File: config.mk
export PLATFORM = sky130hd
export DESIGN_NAME = mem_port_arbiter_flat
export DESIGN_NICKNAME = d
export VERILOG_FILES = /design/src/rtl/mem_port_arbiter_if.sv /design/src/rtl/mem_port_arbiter.sv /design/src/flat_wrapper.sv
export SDC_FILE = /design/constraint.sdc
export NUM_CORES = 1
export LEC_CHECK = 0
export BUFFER_PORTS_ARGS = -buffer_cell sky130_fd_sc_hd__buf_2
export CAP_MARGIN = 30
export CELL_PAD_IN_SITES_DETAIL_PLACEMENT = 1
export CELL_PAD_IN_SITES_GLOBAL_PLACEMENT = 1
export CORE_MARGIN = 3
export CORE_UTILIZATION = 39
export CTS_BUF_LIST = sky130_fd_sc_hd__clkbuf_8
export DETAILED_ROUTE_END_ITERATION = 10
export HOLD_SLACK_MARGIN = 0.1
export PLACE_DENSITY_LB_ADDON = 0.1
export REMOVE_ABC_BUFFERS = 1
export SYNTH_ARGS = -nofsm -noshare
export SYNTH_HDL_FRONTEND = slang
export SYNTH_SLANG_ARGS = --single-unit
File: constraint.sdc
create_clock -name clk -period 4.8 [get_ports clk]
set_input_delay 0.72 -clock clk [delete_from_list [all_inputs] [get_ports clk]]
set_output_delay 0.72 -clock clk [all_outputs]
set_load 0.05 [all_outputs]
File: src/rtl/mem_port_arbiter_if.sv
// Bus bundle between the IF/DM requesters, the arbiter and the external memory.
// Names keep the arbiter's point of view: *_i enter the arbiter, *_o leave it.
interface mem_port_arbiter_if #(
  parameter int ADDR_W = 32,
  parameter int DATA_W = 32
);
  // Handshake: if_req_i/dm_req_i are levels held until the matching one-cycle
  // *_ack_o pulse (rdata valid in that cycle); mem_req_o holds every mem_* field
  // stable until the edge that samples mem_ack_i = 1 (or the timeout abort).
  logic                  if_req_i;
  logic [ADDR_W-1:0]     if_addr_i;
  logic                  if_flush_i;
  logic                  if_ack_o;
  logic [DATA_W-1:0]     if_rdata_o;

  logic                  dm_req_i;
  logic                  dm_we_i;
  logic [ADDR_W-1:0]     dm_addr_i;
  logic [DATA_W-1:0]     dm_wdata_i;
  logic [DATA_W/8-1:0]   dm_sel_i;
  logic                  dm_ack_o;
  logic [DATA_W-1:0]     dm_rdata_o;

  logic                  mem_req_o;
  logic                  mem_we_o;
  logic [ADDR_W-1:0]     mem_addr_o;
  logic [DATA_W-1:0]     mem_wdata_o;
  logic [DATA_W/8-1:0]   mem_sel_o;
  logic [DATA_W-1:0]     mem_rdata_i;
  logic                  mem_ack_i;

  logic                  err_o;
  logic                  busy_o;

  modport slave (
    input  if_req_i, if_addr_i, if_flush_i,
    output if_ack_o, if_rdata_o,
    input  dm_req_i, dm_we_i, dm_addr_i, dm_wdata_i, dm_sel_i,
    output dm_ack_o, dm_rdata_o,
    output mem_req_o, mem_we_o, mem_addr_o, mem_wdata_o, mem_sel_o,
    input  mem_rdata_i, mem_ack_i,
    output err_o, busy_o
  );

  modport master (
    output if_req_i, if_addr_i, if_flush_i,
    input  if_ack_o, if_rdata_o,
    output dm_req_i, dm_we_i, dm_addr_i, dm_wdata_i, dm_sel_i,
    input  dm_ack_o, dm_rdata_o,
    input  mem_req_o, mem_we_o, mem_addr_o, mem_wdata_o, mem_sel_o,
    output mem_rdata_i, mem_ack_i,
    input  err_o, busy_o
  );
endinterface

File: src/rtl/mem_port_arbiter.sv
// Shares one single-ported memory bus between instruction fetch and data access.
// DM has fixed priority; every output is registered; optional bus timeout.
module mem_port_arbiter #(
  parameter int ADDR_W  = 32,
  parameter int DATA_W  = 32,
  parameter int TIMEOUT = 255
) (
  input  logic              clk,
  input  logic              rst_n,
  mem_port_arbiter_if.slave bus,
  output logic [1:0]        dbg_state
);

  localparam int SEL_W = DATA_W / 8;
  localparam bit TO_EN = (TIMEOUT > 0);
  localparam int CNT_W = (TIMEOUT > 1) ? $clog2(TIMEOUT) : 1;
  localparam logic [CNT_W-1:0] TO_LIM = CNT_W'(TO_EN ? TIMEOUT - 1 : 0);

  typedef enum logic [1:0] {
    S_IDLE    = 2'd0,
    S_IF_BUSY = 2'd1,
    S_DM_BUSY = 2'd2,
    S_RESP    = 2'd3
  } state_t;

  state_t              state_q, state_d;
  logic                mem_req_q, mem_req_d;
  logic                mem_we_q, mem_we_d;
  logic [ADDR_W-1:0]   mem_addr_q, mem_addr_d;
  logic [DATA_W-1:0]   mem_wdata_q, mem_wdata_d;
  logic [SEL_W-1:0]    mem_sel_q, mem_sel_d;
  logic                if_ack_q, if_ack_d;
  logic                dm_ack_q, dm_ack_d;
  logic [DATA_W-1:0]   if_rdata_q, if_rdata_d;
  logic [DATA_W-1:0]   dm_rdata_q, dm_rdata_d;
  logic                err_q, err_d;
  logic                busy_q, busy_d;
  logic                drop_q, drop_d;
  logic [CNT_W-1:0]    cnt_q, cnt_d;

  logic                owner_dm;
  logic                drop_now;
  logic                timeout_hit;

  assign owner_dm    = (state_q == S_DM_BUSY);
  // A flush landing on the completing edge still suppresses the fetch ack.
  assign drop_now    = drop_q | bus.if_flush_i;
  assign timeout_hit = TO_EN && (cnt_q == TO_LIM);

  always_comb begin
    state_d     = state_q;
    mem_req_d   = mem_req_q;
    mem_we_d    = mem_we_q;
    mem_addr_d  = mem_addr_q;
    mem_wdata_d = mem_wdata_q;
    mem_sel_d   = mem_sel_q;
    if_ack_d    = 1'b0;
    dm_ack_d    = 1'b0;
    if_rdata_d  = if_rdata_q;
    dm_rdata_d  = dm_rdata_q;
    err_d       = 1'b0;
    drop_d      = drop_q;
    cnt_d       = cnt_q;

    case (state_q)
      S_IDLE: begin
        drop_d = 1'b0;
        if (bus.dm_req_i) begin
          mem_req_d   = 1'b1;
          mem_we_d    = bus.dm_we_i;
          mem_addr_d  = bus.dm_addr_i;
          mem_wdata_d = bus.dm_wdata_i;
          mem_sel_d   = bus.dm_sel_i;
          cnt_d       = '0;
          state_d     = S_DM_BUSY;
        end else if (bus.if_req_i && !bus.if_flush_i) begin
          mem_req_d   = 1'b1;
          mem_we_d    = 1'b0;
          mem_addr_d  = bus.if_addr_i;
          mem_wdata_d = '0;
          mem_sel_d   = '1;
          cnt_d       = '0;
          state_d     = S_IF_BUSY;
        end
      end

      S_IF_BUSY, S_DM_BUSY: begin
        if (!owner_dm && bus.if_flush_i) begin
          drop_d = 1'b1;
        end
        // A real completion beats a timeout that expires on the same edge.
        if (bus.mem_ack_i) begin
          mem_req_d = 1'b0;
          state_d   = S_RESP;
          if (owner_dm) begin
            dm_ack_d   = 1'b1;
            dm_rdata_d = mem_we_q ? '0 : bus.mem_rdata_i;
          end else if (!drop_now) begin
            if_ack_d   = 1'b1;
            if_rdata_d = bus.mem_rdata_i;
          end
        end else if (timeout_hit) begin
          mem_req_d = 1'b0;
          state_d   = S_RESP;
          if (owner_dm) begin
            dm_ack_d   = 1'b1;
            dm_rdata_d = '0;
            err_d      = 1'b1;
          end else if (!drop_now) begin
            if_ack_d   = 1'b1;
            if_rdata_d = '0;
            err_d      = 1'b1;
          end
        end else begin
          cnt_d = cnt_q + CNT_W'(1);
        end
      end

      S_RESP: begin
        drop_d  = 1'b0;
        state_d = S_IDLE;
      end

      default: begin
        state_d = S_IDLE;
      end
    endcase

    busy_d = (state_d != S_IDLE);
  end

  always_ff @(posedge clk or negedge rst_n) begin
    if (!rst_n) begin
      state_q     <= S_IDLE;
      mem_req_q   <= 1'b0;
      mem_we_q    <= 1'b0;
      mem_addr_q  <= '0;
      mem_wdata_q <= '0;
      mem_sel_q   <= '0;
      if_ack_q    <= 1'b0;
      dm_ack_q    <= 1'b0;
      if_rdata_q  <= '0;
      dm_rdata_q  <= '0;
      err_q       <= 1'b0;
      busy_q      <= 1'b0;
      drop_q      <= 1'b0;
      cnt_q       <= '0;
    end else begin
      state_q     <= state_d;
      mem_req_q   <= mem_req_d;
      mem_we_q    <= mem_we_d;
      mem_addr_q  <= mem_addr_d;
      mem_wdata_q <= mem_wdata_d;
      mem_sel_q   <= mem_sel_d;
      if_ack_q    <= if_ack_d;
      dm_ack_q    <= dm_ack_d;
      if_rdata_q  <= if_rdata_d;
      dm_rdata_q  <= dm_rdata_d;
      err_q       <= err_d;
      busy_q      <= busy_d;
      drop_q      <= drop_d;
      cnt_q       <= cnt_d;
    end
  end

  assign bus.mem_req_o   = mem_req_q;
  assign bus.mem_we_o    = mem_we_q;
  assign bus.mem_addr_o  = mem_addr_q;
  assign bus.mem_wdata_o = mem_wdata_q;
  assign bus.mem_sel_o   = mem_sel_q;
  assign bus.if_ack_o    = if_ack_q;
  assign bus.if_rdata_o  = if_rdata_q;
  assign bus.dm_ack_o    = dm_ack_q;
  assign bus.dm_rdata_o  = dm_rdata_q;
  assign bus.err_o       = err_q;
  assign bus.busy_o      = busy_q;
  assign dbg_state       = state_q;

endmodule

File: src/flat_wrapper.sv
// flat-port wrapper written by rule: the top's interface ports become plain ports
module mem_port_arbiter_flat 
#(
  parameter int ADDR_W  = 32,
  parameter int DATA_W  = 32,
  parameter int TIMEOUT = 255
)
  (clk, rst_n, dbg_state, bus_if_req_i, bus_if_addr_i, bus_if_flush_i, bus_if_ack_o, bus_if_rdata_o, bus_dm_req_i, bus_dm_we_i, bus_dm_addr_i, bus_dm_wdata_i, bus_dm_sel_i, bus_dm_ack_o, bus_dm_rdata_o, bus_mem_req_o, bus_mem_we_o, bus_mem_addr_o, bus_mem_wdata_o, bus_mem_sel_o, bus_mem_rdata_i, bus_mem_ack_i, bus_err_o, bus_busy_o);
  mem_port_arbiter_if #(.ADDR_W(ADDR_W), .DATA_W(DATA_W)) bus_i ();
  input  logic clk;
  input  logic rst_n;
  output logic [1:0] dbg_state;
  input wire logic [$bits(bus_i.if_req_i)-1:0] bus_if_req_i;
  input wire logic [$bits(bus_i.if_addr_i)-1:0] bus_if_addr_i;
  input wire logic [$bits(bus_i.if_flush_i)-1:0] bus_if_flush_i;
  output wire logic [$bits(bus_i.if_ack_o)-1:0] bus_if_ack_o;
  output wire logic [$bits(bus_i.if_rdata_o)-1:0] bus_if_rdata_o;
  input wire logic [$bits(bus_i.dm_req_i)-1:0] bus_dm_req_i;
  input wire logic [$bits(bus_i.dm_we_i)-1:0] bus_dm_we_i;
  input wire logic [$bits(bus_i.dm_addr_i)-1:0] bus_dm_addr_i;
  input wire logic [$bits(bus_i.dm_wdata_i)-1:0] bus_dm_wdata_i;
  input wire logic [$bits(bus_i.dm_sel_i)-1:0] bus_dm_sel_i;
  output wire logic [$bits(bus_i.dm_ack_o)-1:0] bus_dm_ack_o;
  output wire logic [$bits(bus_i.dm_rdata_o)-1:0] bus_dm_rdata_o;
  output wire logic [$bits(bus_i.mem_req_o)-1:0] bus_mem_req_o;
  output wire logic [$bits(bus_i.mem_we_o)-1:0] bus_mem_we_o;
  output wire logic [$bits(bus_i.mem_addr_o)-1:0] bus_mem_addr_o;
  output wire logic [$bits(bus_i.mem_wdata_o)-1:0] bus_mem_wdata_o;
  output wire logic [$bits(bus_i.mem_sel_o)-1:0] bus_mem_sel_o;
  input wire logic [$bits(bus_i.mem_rdata_i)-1:0] bus_mem_rdata_i;
  input wire logic [$bits(bus_i.mem_ack_i)-1:0] bus_mem_ack_i;
  output wire logic [$bits(bus_i.err_o)-1:0] bus_err_o;
  output wire logic [$bits(bus_i.busy_o)-1:0] bus_busy_o;
  assign bus_i.if_req_i = bus_if_req_i;
  assign bus_i.if_addr_i = bus_if_addr_i;
  assign bus_i.if_flush_i = bus_if_flush_i;
  assign bus_if_ack_o = bus_i.if_ack_o;
  assign bus_if_rdata_o = bus_i.if_rdata_o;
  assign bus_i.dm_req_i = bus_dm_req_i;
  assign bus_i.dm_we_i = bus_dm_we_i;
  assign bus_i.dm_addr_i = bus_dm_addr_i;
  assign bus_i.dm_wdata_i = bus_dm_wdata_i;
  assign bus_i.dm_sel_i = bus_dm_sel_i;
  assign bus_dm_ack_o = bus_i.dm_ack_o;
  assign bus_dm_rdata_o = bus_i.dm_rdata_o;
  assign bus_mem_req_o = bus_i.mem_req_o;
  assign bus_mem_we_o = bus_i.mem_we_o;
  assign bus_mem_addr_o = bus_i.mem_addr_o;
  assign bus_mem_wdata_o = bus_i.mem_wdata_o;
  assign bus_mem_sel_o = bus_i.mem_sel_o;
  assign bus_i.mem_rdata_i = bus_mem_rdata_i;
  assign bus_i.mem_ack_i = bus_mem_ack_i;
  assign bus_err_o = bus_i.err_o;
  assign bus_busy_o = bus_i.busy_o;
  mem_port_arbiter #(.ADDR_W(ADDR_W), .DATA_W(DATA_W), .TIMEOUT(TIMEOUT)) u_core (.clk(clk), .rst_n(rst_n), .bus(bus_i), .dbg_state(dbg_state));
endmodule
==> impl_metrics.yaml <==
place:
  gp_routability_congestion: 0.810
  dpl.hpwl_mm: 13.7
  dp_slack_ps: 2390
  port-buffer-count: 278
timing:
  timing.final.crit_share: 0.499
  setup_total_negative_slack_ps: 0
  timing.max_slew.rel_slack: 0.421
  period_needed_ps: 2400
  finalHoldViolCount: 0
  worst_clock_skew_ps: 9.81
  transition_time_at_the_pin_with_the_least_slew_margin_ps: 869
  grt_setup_unrepaired: "false"
  final-setup-viol-count: 0
  achievable-frequency_ghz: 0.417
  timing.final.max_slew_violations: 0
  postLayoutSetupSlackWorst_ps: 2400
power_and_ir_drop:
  static-leakage-power_nw: 4.18
  sequentialPowerShare: 0.318
  clkPwrFrac: 0.135
  peakVddDrop_v: 0.000386
  comb_power_share: 0.547
  power.density_nw_per_um2: 852
  p_sw_frac: 0.526
  total_power_mw: 6.64
  power.net_switching_mw: 3.50
  internal_power_mw: 3.14
cts:
  worstSkewPairLatency_ps: 440
  sink_count: 149
  post_cts.repair.setup_buffers: 0
  cts_hold_buffers: 0
  htree_levels: 4
  cts_tree: "done"
  worst_setup_hold_path_clk_slew_ps: 70
  ctsResizeCount: 0
  numCtsBuffers: 17
  ctsRootBufferMaster: "sky130_fd_sc_hd__clkbuf_8"
  ctsLongestPathBuffers: 2
drt:
  via_per_inst: 5.24
  drtPass1Iterations: 4
  drc_violation_total_after_the_first_tritonroute_iteration: 204
  totalWireLength_mm: 18.1
  number_of_design_rule_violations_left_after_detail_routing: 0
  vias: 4853
  antenna_left: 0
  detail_route.wl_per_cell_um: 19.5
synthesis:
  async_flop_share: 1.00
  syn_area_per_cell_um2: 12.9
  ys_types: 39
  synthesis.area_um2: 5920
  synth-main-ff-cell: "sky130_fd_sc_hd__dfrtp_1"
  synth-edff-count: 0
  synth_sequential_area_ratio: 0.630
  ys.warnings.count: 0
  synth-seq-cells: 149
  postSynthCellCount: 460
grt:
  grt_usage: 0.217
  grt_pass1_wl_mm: 28.0
  grt_pass1_vias: 5165
  number_of_antenna_violations_at_the_first_check_in_global_routing: 1
  grt_overflow_total: 0
  grt_start_max_net_pins: 98
critical_path:
  timing.reg2reg.setup_slack_ps: 2400
  crit_path_start: "u_core.dbg_state[1]$_DFF_PN0_"
  worstSetupStartpointType: "register"
  crit_path_max_fanout: 18
  reg2regPathDepth: 6
  critPathArrivalTime_ps: 2770
  kind_of_critical_path: "register to register"
  rr_startpoint: "u_core.dbg_state[1]$_DFF_PN0_"
  endpoint_of_the_worst_register_to_register_path: "u_core.bus.if_rdata_o[5]$_DFFE_PN0P_"
  required_ps: 5170
  sort_of_element_at_the_end_of_the_critical_path: "register"
floorplan:
  placeableCoreArea_um2: 14700
  row_count: 44
  die_width_um: 129
  die_ht_um: 129
  floorplan.initialDensity: 0.403
  fp.dieArea_um2: 16700
  design.portCount: 279
finish:
  final_nets: 874
  post_route_cells_drive_above_1_share: 0.425
  utilization: 0.530
  layout-area-overhead-vs-synth_pct: 31.6
hold_path:
  hold_class: "input port to async pin"
run_status:
  outcome: "complete, no violations"
flow_run:
  max_cap_violations: 0
==> per-stage QoR <==
stage / cell area (um^2) / cells / hold slack (ps)
6_report: 7790 / 926 / 290
5_1_grt: 7790 / 926 / 312
4_1_cts: 7790 / 925 / 301
3_5_place_dp: 7430 / 895 / 470
3_3_place_gp: 7430 / 895 / 459
2_1_floorplan: 5730 / 426 / 424
==> worst max path at each step <==
stage	end	slack, ps	cells past startpoint
final	u_core.bus.if_rdata_o[5]$_DFFE_PN0P_	2400	6
after global routing	u_core.bus.if_rdata_o[25]$_DFFE_PN0P_	2190	6
after CTS	u_core.bus.if_rdata_o[5]$_DFFE_PN0P_	2370	6
after detailed placement	u_core.bus.if_rdata_o[30]$_DFFE_PN0P_	2390	6
after global placement	u_core.bus.if_rdata_o[29]$_DFFE_PN0P_	2500	6
after floorplan	u_core.bus.mem_addr_o[0]$_DFFE_PN0P_	430	3
==> cells by family after synthesis <==
family                   Yosys count  share of synthesized area
AO/OA/AOI/OAI                    158                      0.206
XOR/XNOR                           1                    0.00148
adder cells (fa/ha/maj)            5                     0.0106
buffers and inverters             42                     0.0372
flip-flops                       149                      0.630
multiplexers                      35                     0.0592
AND/OR/NAND/NOR                   70                     0.0562
==> layout make-up <==
class                      instances  area, um^2
clock inverter                    13         123
multi-input combinational        269        1990
antenna                            1        2.50
fill                            1594        6910
tap                              184         230
inverter                           8        30.0
sequential                       149        3730
clock buffer                      17         234
timing repair buffer             285        1450
==> power by group through the flow <==
stage / clock [mW] / sequential (mW) / combinational (mW)
floorplan: 0 / 3.90 / 0.876
global placement: 0 / 2.11 / 3.62
detailed placement: 0 / 2.13 / 3.68
CTS: 0.925 / 2.11 / 3.68
global route: 0.988 / 2.18 / 3.85
finish: 0.896 / 2.11 / 3.63
==> metal layers <==
metal / share of wire / vias up / track usage
li1: - / 2241 / -
met1: 0.41 / 2388 / 0.276
met2: 0.49 / 205 / 0.356
met3: 0.079 / 19 / 0.0676
met4: 0.022 / 0 / 0.0710
met5: 0 / - / 0
==> registers in the layout (all words and copies together), names as in the netlist, 2 cells and up <==
name                    cells
u_core.bus.mem_wdata_o     32
u_core.dbg_state            2
u_core.cnt_q                8
u_core.bus.mem_addr_o      32
u_core.bus.dm_rdata_o      32
u_core.bus.mem_sel_o        4
u_core.bus.if_rdata_o      32
==> critical path: stages, from the launching register on <==
cell and delay, ps:
sky130_fd_sc_hd__dfrtp_1 430, sky130_fd_sc_hd__inv_1 90, sky130_fd_sc_hd__ha_1 520, sky130_fd_sc_hd__and3_1 250, sky130_fd_sc_hd__and2_1 520, sky130_fd_sc_hd__buf_4 350
sky130_fd_sc_hd__a22o_1 160
==> synth_stat cells, drive strengths merged (2+ instances only) <==
master | count | area share
a21boi | 2 | 0.0025
a21oi | 3 | 0.0025
a22o | 97 | 0.14
a2bb2oi | 3 | 0.0044
a31oi | 2 | 0.0021
and2 | 3 | 0.0032
buf | 18 | 0.022
clkbuf | 16 | 0.010
dfrtp | 149 | 0.63
ha | 5 | 0.011
inv | 8 | 0.0051
mux2i | 35 | 0.059
nand2 | 40 | 0.026
nand2b | 3 | 0.0032
nand3 | 4 | 0.0055
nand4 | 2 | 0.0021
nor2 | 9 | 0.0057
nor3 | 3 | 0.0025
nor4 | 2 | 0.0021
o21ai | 38 | 0.032
o22a | 4 | 0.0059
o31ai | 2 | 0.0025
==> layout by cell type (no fill, tap or decap), drive strengths merged, types with 2 or more instances in the layout <==
cell      instances
a22o             97
a21oi             3
clkinv            5
and2              3
mux2i            35
nor3              3
nand2            40
a21boi            2
o21ai            38
inv              12
buf             285
dfrtp           149
nand4             2
nand2b            3
o31ai             2
nor2              9
nor4              2
o22a              4
clkinvlp          2
clkbuf           17
a31oi             2
ha                5
bufinv            2
nand3             4
a2bb2oi           3
No activity file was read; power rests on OpenSTA's default activity.
